[src/rtl/am_bip_lane_error_monitor.sv]
// Multi-lane BIP8 error monitor: per-lane two-stage compare/accumulate with saturating
// counters, snapshot shadow bank, sticky overflow and a registered lane read port.

module am_bip_lane #(
  parameter int NB_BIP     = 8,
  parameter int NB_COUNTER = 16,
  parameter int NB_INC     = $clog2(NB_BIP + 1)
) (
  input  logic                  clk,
  input  logic                  rst,
  input  logic                  enable,
  input  logic                  mode,
  input  logic                  valid,
  input  logic                  match,
  input  logic [NB_BIP-1:0]     rx,
  input  logic [NB_BIP-1:0]     calc,
  input  logic                  reset_count,
  input  logic                  snapshot,
  output logic                  inc_nz,
  output logic [NB_COUNTER-1:0] shadow,
  output logic                  overflow
);
  localparam int NB_SUM = NB_COUNTER + 1;

  logic [NB_BIP-1:0]     diff;
  logic [NB_INC-1:0]     pop;
  logic [NB_INC-1:0]     sample;
  logic [NB_INC-1:0]     inc_q;
  logic [NB_COUNTER-1:0] live;
  logic [NB_SUM-1:0]     sum;

  always_comb begin
    diff = rx ^ calc;
    pop  = '0;
    for (int i = 0; i < NB_BIP; i++) pop = pop + NB_INC'(diff[i]);
    sample = '0;
    if (enable && valid && match) sample = mode ? pop : NB_INC'(|diff);
  end

  always_ff @(posedge clk or posedge rst) begin
    if (rst) inc_q <= '0;
    else     inc_q <= sample;
  end

  assign inc_nz = |inc_q;
  // extra MSB catches the carry that triggers saturation
  assign sum    = {1'b0, live} + NB_SUM'(inc_q);

  always_ff @(posedge clk or posedge rst) begin
    if (rst) begin
      live     <= '0;
      shadow   <= '0;
      overflow <= 1'b0;
    end else if (reset_count) begin
      live     <= '0;
      shadow   <= '0;
      overflow <= 1'b0;
    end else if (snapshot) begin
      // the increment arriving this cycle seeds the fresh interval
      shadow <= live;
      live   <= NB_COUNTER'(inc_q);
    end else if (sum[NB_COUNTER]) begin
      live     <= '1;
      overflow <= 1'b1;
    end else begin
      live <= sum[NB_COUNTER-1:0];
    end
  end
endmodule

module am_bip_lane_error_monitor #(
  parameter int N_LANES     = 20,
  parameter int NB_BIP      = 8,
  parameter int NB_COUNTER  = 16,
  parameter int NB_LANE_SEL = 5
) (
  input  logic                        i_clock,
  input  logic                        i_reset,
  input  logic                        i_enable,
  input  logic                        i_mode,
  input  logic [N_LANES-1:0]          i_valid,
  input  logic [N_LANES-1:0]          i_match,
  input  logic [N_LANES*NB_BIP-1:0]   i_recived_bip,
  input  logic [N_LANES*NB_BIP-1:0]   i_calculated_bip,
  input  logic                        i_reset_count,
  input  logic                        i_snapshot,
  input  logic [NB_LANE_SEL-1:0]      i_rd_lane,
  output logic [NB_COUNTER-1:0]       o_rd_count,
  output logic                        o_rd_overflow,
  output logic [N_LANES-1:0]          o_overflow,
  output logic                        o_error_any
);
  localparam logic [NB_LANE_SEL-1:0] LAST_LANE = NB_LANE_SEL'(N_LANES - 1);

  logic [N_LANES-1:0]                 inc_nz;
  logic [N_LANES-1:0][NB_COUNTER-1:0] shadow;

  for (genvar k = 0; k < N_LANES; k++) begin : g_lane
    am_bip_lane #(
      .NB_BIP     (NB_BIP),
      .NB_COUNTER (NB_COUNTER)
    ) u_lane (
      .clk         (i_clock),
      .rst         (i_reset),
      .enable      (i_enable),
      .mode        (i_mode),
      .valid       (i_valid[k]),
      .match       (i_match[k]),
      .rx          (i_recived_bip[k*NB_BIP +: NB_BIP]),
      .calc        (i_calculated_bip[k*NB_BIP +: NB_BIP]),
      .reset_count (i_reset_count),
      .snapshot    (i_snapshot),
      .inc_nz      (inc_nz[k]),
      .shadow      (shadow[k]),
      .overflow    (o_overflow[k])
    );
  end

  // inc_nz comes straight from stage-1 flops, so this is already one cycle late
  assign o_error_any = |inc_nz;

  always_ff @(posedge i_clock or posedge i_reset) begin
    if (i_reset) begin
      o_rd_count    <= '0;
      o_rd_overflow <= 1'b0;
    end else if (i_rd_lane <= LAST_LANE) begin
      o_rd_count    <= shadow[i_rd_lane];
      o_rd_overflow <= o_overflow[i_rd_lane];
    end else begin
      o_rd_count    <= '0;
      o_rd_overflow <= 1'b0;
    end
  end
endmodule

[config.mk]
export PLATFORM = sky130hd
export DESIGN_NAME = am_bip_lane_error_monitor
export DESIGN_NICKNAME = d
export VERILOG_FILES = /design/src/rtl/am_bip_lane_error_monitor.sv
export SDC_FILE = /design/constraint.sdc
export NUM_CORES = 2
export LEC_CHECK = 0
export CORE_UTILIZATION = 41
export CTS_CLUSTER_SIZE = 20
export DETAILED_ROUTE_END_ITERATION = 8
export GPL_TIMING_DRIVEN = 0
export PLACE_DENSITY_LB_ADDON = 0.12
export RECOVER_POWER = 25
export SLEW_MARGIN = 20
export SYNTH_ARGS = -nofsm -noshare
export SYNTH_HDL_FRONTEND = slang
export SYNTH_SLANG_ARGS = --single-unit
[constraint.sdc]
create_clock -name i_clock -period 28 [get_ports i_clock]
set_clock_uncertainty 0.1 [all_clocks]
set_input_delay 5.6 -clock i_clock [delete_from_list [all_inputs] [get_ports i_clock]]
set_output_delay 5.6 -clock i_clock [all_outputs]
set_load 0.01 [all_outputs]
Word-level counts from Yosys, hierarchy flattened --
Index checks and enable logic that the tools add are counted.
Cells by class: add/sub/neg operators 160, $lt $le $gt $ge 2, eq/ne operators 1, muxes and demuxes 206, bitwise operators 20, reduce and logical (&&, ||, !) cells 102
Operator list (number):
- 16-bit 2-to-1 mux | 102
- 4-bit by 1-bit adder with 4-bit output | 120
- 16-bit by 4-bit adder with 17-bit output | 20
- 4-bit 2-to-1 mux | 40
- 8-bit OR reduction | 20
- 8-bit bitwise XOR | 20
- 16-bit binary-select mux with 5-bit select | 1
- 80-bit OR reduction | 1
- 1-bit 2-to-1 mux | 62
- 2-bit nonzero test | 21
- 1-bit by 1-bit adder with 2-bit output | 20
- 1-bit logical AND | 40
- 2-bit AND reduction | 20
- 5-bit by 6-bit less-than comparator with 1-bit output (second input constant) | 1
- 1-bit binary-select mux with 5-bit select | 1
- 5-bit less-or-equal comparator (second input constant) | 1
- 2-bit != test (second input constant) | 1
Word-level totals: bits in registers 757, output and inout port bits 38, word-level logic and storage cells 573

Logic depth before layout (Yosys ltp) --
word-level depth 10, gate-level depth with buffers 10, mapped depth without buffers 10

By module --
From an unflattened synthesis, not the netlist that was laid out.
Second synthesis, totals: cells, all modules 4234, area total of the unflattened synthesis 44400.1 sq um
By module, submodules not included:
- am_bip_lane (g_lane[11].u_lane ...) | times used 14, cells an instance 199, area an instance 2053.2 sq um, seq. area each 925.9 sq um
- am_bip_lane (g_lane[0].u_lane ...) | times used 2, cells an instance 200, area an instance 2117.0 sq um, seq. area each 925.9 sq um
- am_bip_lane_error_monitor | times used 1, cells an instance 262, area an instance 3261.9 sq um, seq. area each 425.4 sq um
- am_bip_lane (g_lane[9].u_lane) | times used 1, cells an instance 197, area an instance 2054.5 sq um, seq. area each 925.9 sq um
- am_bip_lane (g_lane[15].u_lane) | times used 1, cells an instance 195, area an instance 2043.2 sq um, seq. area each 925.9 sq um
- am_bip_lane (g_lane[8].u_lane) | times used 1, cells an instance 197, area an instance 2033.2 sq um, seq. area each 925.9 sq um
- am_bip_lane (g_lane[7].u_lane) | times used 1, cells an instance 197, area an instance 2028.2 sq um, seq. area each 925.9 sq um

Worst setup path before layout --
Ideal clock, no wire load.
kind input-to-reg, from input port i_calculated_bip[0], to register g_lane[0].u_lane.inc_q[1], library setup time 0.118 ns, data arrival time 8.123 ns, data required time 27.782 ns, setup slack 19.658 ns, stages on the path 10, cells stage by stage xor2_1 > ha_1 > fa_1 > inv_1 > fa_1 > fa_1 > inv_1 > fa_1 > inv_1 > nor2_1
On the way: word-level cells in the longest chain between the ends 10
Ends and longest elaborated chain:
- start, declared | line 84 | input logic [N_LANES*NB_BIP-1:0] i_calculated_bip,
- 8-bit bitwise XOR | line 33 | diff = rx ^ calc;
- 1-bit by 1-bit adder with 2-bit output | line 35 | for (int i = 0; i < NB_BIP; i++) pop = pop + NB_INC'(diff[i]);
- 4-bit by 1-bit adder with 4-bit output (6 in a row) | line 35
- 4-bit 2-to-1 mux (2 in a row) | line 37 | if (enable && valid && match) sample = mode ? pop : NB_INC'(|diff);
- net g_lane[0].u_lane.sample[1] | line 27 | logic [NB_INC-1:0] sample;
- end signal, assigned | line 42 | else inc_q <= sample;
- end, declared | line 28 | logic [NB_INC-1:0] inc_q;
The timed path passes the listed nets, and every way through them passes these cells. A chain may end at the register's enable or synchronous reset.

==> impl_metrics.yaml <==
run_status:
  status: "complete, but fails checks"
  violations: "capacitance limit, slew limit"
floorplan:
  die_h_um: 326
  fp.coreArea_sq_um: 104000
  die_w_um: 326
  die-area_sq_um: 106000
  start_util_pct: 41.5
  io_pins: 409
  std_cell_rows: 118
layout:
  instances_no_fill: 6023
  drive_above_1_share_pct: 7.09
  final_nets: 5205
  fillers: 9631
  final_area_sq_um: 52000
  areaGrowthSynthToFinish_pct: 20.7
  utilization_pct: 50.1
clock_tree:
  cts_resized: 0
  clock_latency_ns: 0.66
  cts_num_sinks: 757
  ctsRootBufferMaster: "clkbuf_16"
  cts_tree: "yes"
  cts_hold_buf: 0
  clk_pin_slew_ns: 0.06
  cts_setup_buffers: 0
  cts.path.max_buffers: 3
  htree_levels: 3
  cts_buffers: 86
sta:
  max_freq_mhz: 68.1
  worst_pin_slew_ns: 5.28
  finalCriticalPeriod_ns: 14.69
  slew_viol_final: 428
  maxSlewHeadroom_pct: -252
  fin_crit_sh_pct: 52.5
  setup_viol_count_final: 0
  rsz0062_at_grt: "false"
  hold_viol: 0
placed_design:
  place_congestion: 0.965
  dpl.cell_count: 5866
  placed_cell_area_sq_um: 49100
  detailed_place_hpwl_um: 112000
  port_buffers: 403
global_routing:
  busiest_layer: "met2"
  grtUsageTotal_pct: 26.9
  use_met2_pct: 41.9
  grt_max_degree: 99
  antenna_found_initial: 4
  grtUsageMet1_pct: 38.1
  grt.met3_usage_pct: 4.83
  grt_overflow: 0
  grt_first_pass_wirelength_um: 214000
  grt_pass1_vias: 32719
routing:
  vias: 32995
  ant_nets: 0
  drtIter0Drc: 2901
  wire_per_inst_um: 23.8
  routed_via_density: 5.48
  routed_wl_um: 143000
  drc_errors: 0
  firstDrtPassIters: 5
power:
  netSwitchingFraction_pct: 27.5
  p_int_w: 0.00205
  cellPowerDensity_nw_per_um2: 54.3
  clkPwrFrac_pct: 42.6
  peakVddDrop_mv: 0.0421
  seqPwrFrac_pct: 40.3
  p_sw_w: 0.000775
  p_comb_share_pct: 17.1
  p_leak_nw: 23.5
synth:
  yosys_warnings: 0
  synth-seq-cells: 757
  syn_avg_cell_area_sq_um: 10.6
  syn_nets: 4705
  async_reset_ff_share_pct: 100
  seq_area_frac_synth_pct: 44.0
  synth_edf_count: 0
  synthCells: 4074
  ys_types: 72
  synthesis.area_sq_um: 43100
  synth_ff_type: "dfrtp_1"
critical_path:
  r2r_cells: 8
  required_ns: 27.95
  critPathKind: "in -> async"
  rr_endpoint: "g_lane[1].u_lane.live[6]"
  r2r_slack_ns: 24.58
  critPathTopFamily: "buffers and inverters"
  crit_cells: 4
  cpMaxStageDelayCell: "clkbuf_1"
  crit_chain: "dlygate4sd3_1 > clkinvlp_2 > clkbuf_1 > clkbuf_1"
  cp.buffers_inverters: 4
  r2r_start: "g_lane[1].u_lane.inc_q[0]"
  startpoint_type: "input pin"
  path_max_fanout: 92
  cp_common_cell: "clkbuf_1"
  crit_arrival_ns: 14.64
  end_kind: "async pin"
  cpPeakStageDelay_ns: 3.72
hold_path:
  hold_path_end: "g_lane[12].u_lane.shadow[2]"
  hp-class: "reg -> reg"
  hp-start: "g_lane[12].u_lane.shadow[2]"
  holdPathStages: 2
job:
  max-cap-violations: 6
[power by group through the flow]
| stage | Combinational [W] | Clock [W] | Sequential, W |
|---|---|---|---|
| finish | 0.000482 | 0.00120 | 0.00114 |
| floorplan | 0.000314 | 0 | 0.00115 |
| detailed placement | 0.000486 | 0 | 0.00116 |
| global route | 0.000547 | 0.00127 | 0.00114 |
| global placement | 0.000476 | 0 | 0.00116 |
| CTS | 0.000490 | 0.00122 | 0.00114 |
[metrics by stage]
step / setup slack (ns) / TNS [ns] / total power [W] / hold slack, ns
after global placement: -9.25 / -6926.14 / 0.00163 / 0.397
after CTS: 19.16 / 0 / 0.00285 / 0.422
after global routing: 11.57 / 0 / 0.00295 / 0.438
after detailed placement: 18.97 / 0 / 0.00164 / 0.408
final: 13.31 / 0 / 0.00282 / 0.417
after floorplan: 1.05 / 0 / 0.00146 / 0.363
[sequential cells by signal, indices dropped and copies added, names as in the netlist]
register and flops:
g_lane.u_lane.live 320, o_rd_overflow 1, o_rd_count 16, g_lane.u_lane.shadow 320, g_lane.u_lane.overflow 20, g_lane.u_lane.inc_q 80
[Yosys cell counts, drive strengths merged (55+ instances only)]
master | instances | area [sq um]
a21oi | 265 | 1330
buf | 95 | 551
clkbuf | 130 | 492
dfrtp | 757 | 18900
fa | 100 | 2000
ha | 160 | 2000
inv | 228 | 856
mux2i | 367 | 3670
mux4 | 68 | 1530
nand2 | 138 | 518
nand3 | 178 | 891
nand4 | 67 | 425
nor2 | 540 | 2030
nor3 | 55 | 280
xnor2 | 182 | 1590
xor2 | 200 | 1750
[placed cells by master, fill, tap and decap left out, types with 68 or more instances in the layout]
cell / synthesis / routed
dfrtp_1: 757 / 757
nor2_1: 540 / 540
clkdlybuf4s50_1: 0 / 402
mux2i_1: 367 / 367
a21oi_1: 264 / 263
inv_1: 227 / 226
xor2_1: 200 / 200
xnor2_1: 182 / 182
nand3_1: 178 / 178
ha_1: 160 / 160
clkbuf_1: 127 / 139
nand2_1: 138 / 138
fa_1: 100 / 100
clkbuf_16: 0 / 88
mux4_2: 68 / 68
[per-layer routing]
metal	wire length, um	share of wire, %
met1	63800	45
met2	65200	46
met3	9770	6.8
met4	4270	3.0
met5	34	0.024
[layout make-up]
cell class	count	area, sq um	area share (%)
multi-input combinational	2864	22200	42.8
sequential	757	18900	36.4
buffer	225	1050	2.02
clock inverter	35	500	0.963
tap	1380	1730	3.32
inverter	228	857	1.65
timing repair buffer	412	4160	8.01
clock buffer	121	2500	4.80
antenna	1	2.50	0.00481
[kinds of logic (layout without fill, tap and decap cells)]
kind of cell,Yosys count,after routing,synth area share [%]
muxes,439,439,12.2
buffers and inverters,453,1021,4.41
and+or+nand+nor,1178,1178,13.1
AOI/OAI and AO/OA,605,605,9.29
other,0,1,0
DFF,757,757,44.0
adders and majority gates,260,260,9.29
xor gates and xnor gates,382,382,7.77
[worst max path at each step]
stage	startpoint	end
2_1_floorplan	i_reset	g_lane[0].u_lane.inc_q[0]
3_3_place_gp	i_reset	g_lane[5].u_lane.inc_q[3]
3_5_place_dp	i_recived_bip[113]	g_lane[14].u_lane.inc_q[1]
4_1_cts	g_lane[6].u_lane.inc_q[0]	o_error_any
5_1_grt	i_reset	g_lane[7].u_lane.inc_q[0]
6_report	i_reset	g_lane[7].u_lane.inc_q[3]
[worst reg2reg max path: cells and delay by family (launching register included)]
kind,cells,cell delay (ns)
buf+inv,1,0.61
flops,1,0.46
compound gates,3,0.82
fa+ha+maj,2,0.69
simple gates,2,0.59
No activity file was read; power rests on OpenSTA's default activity.
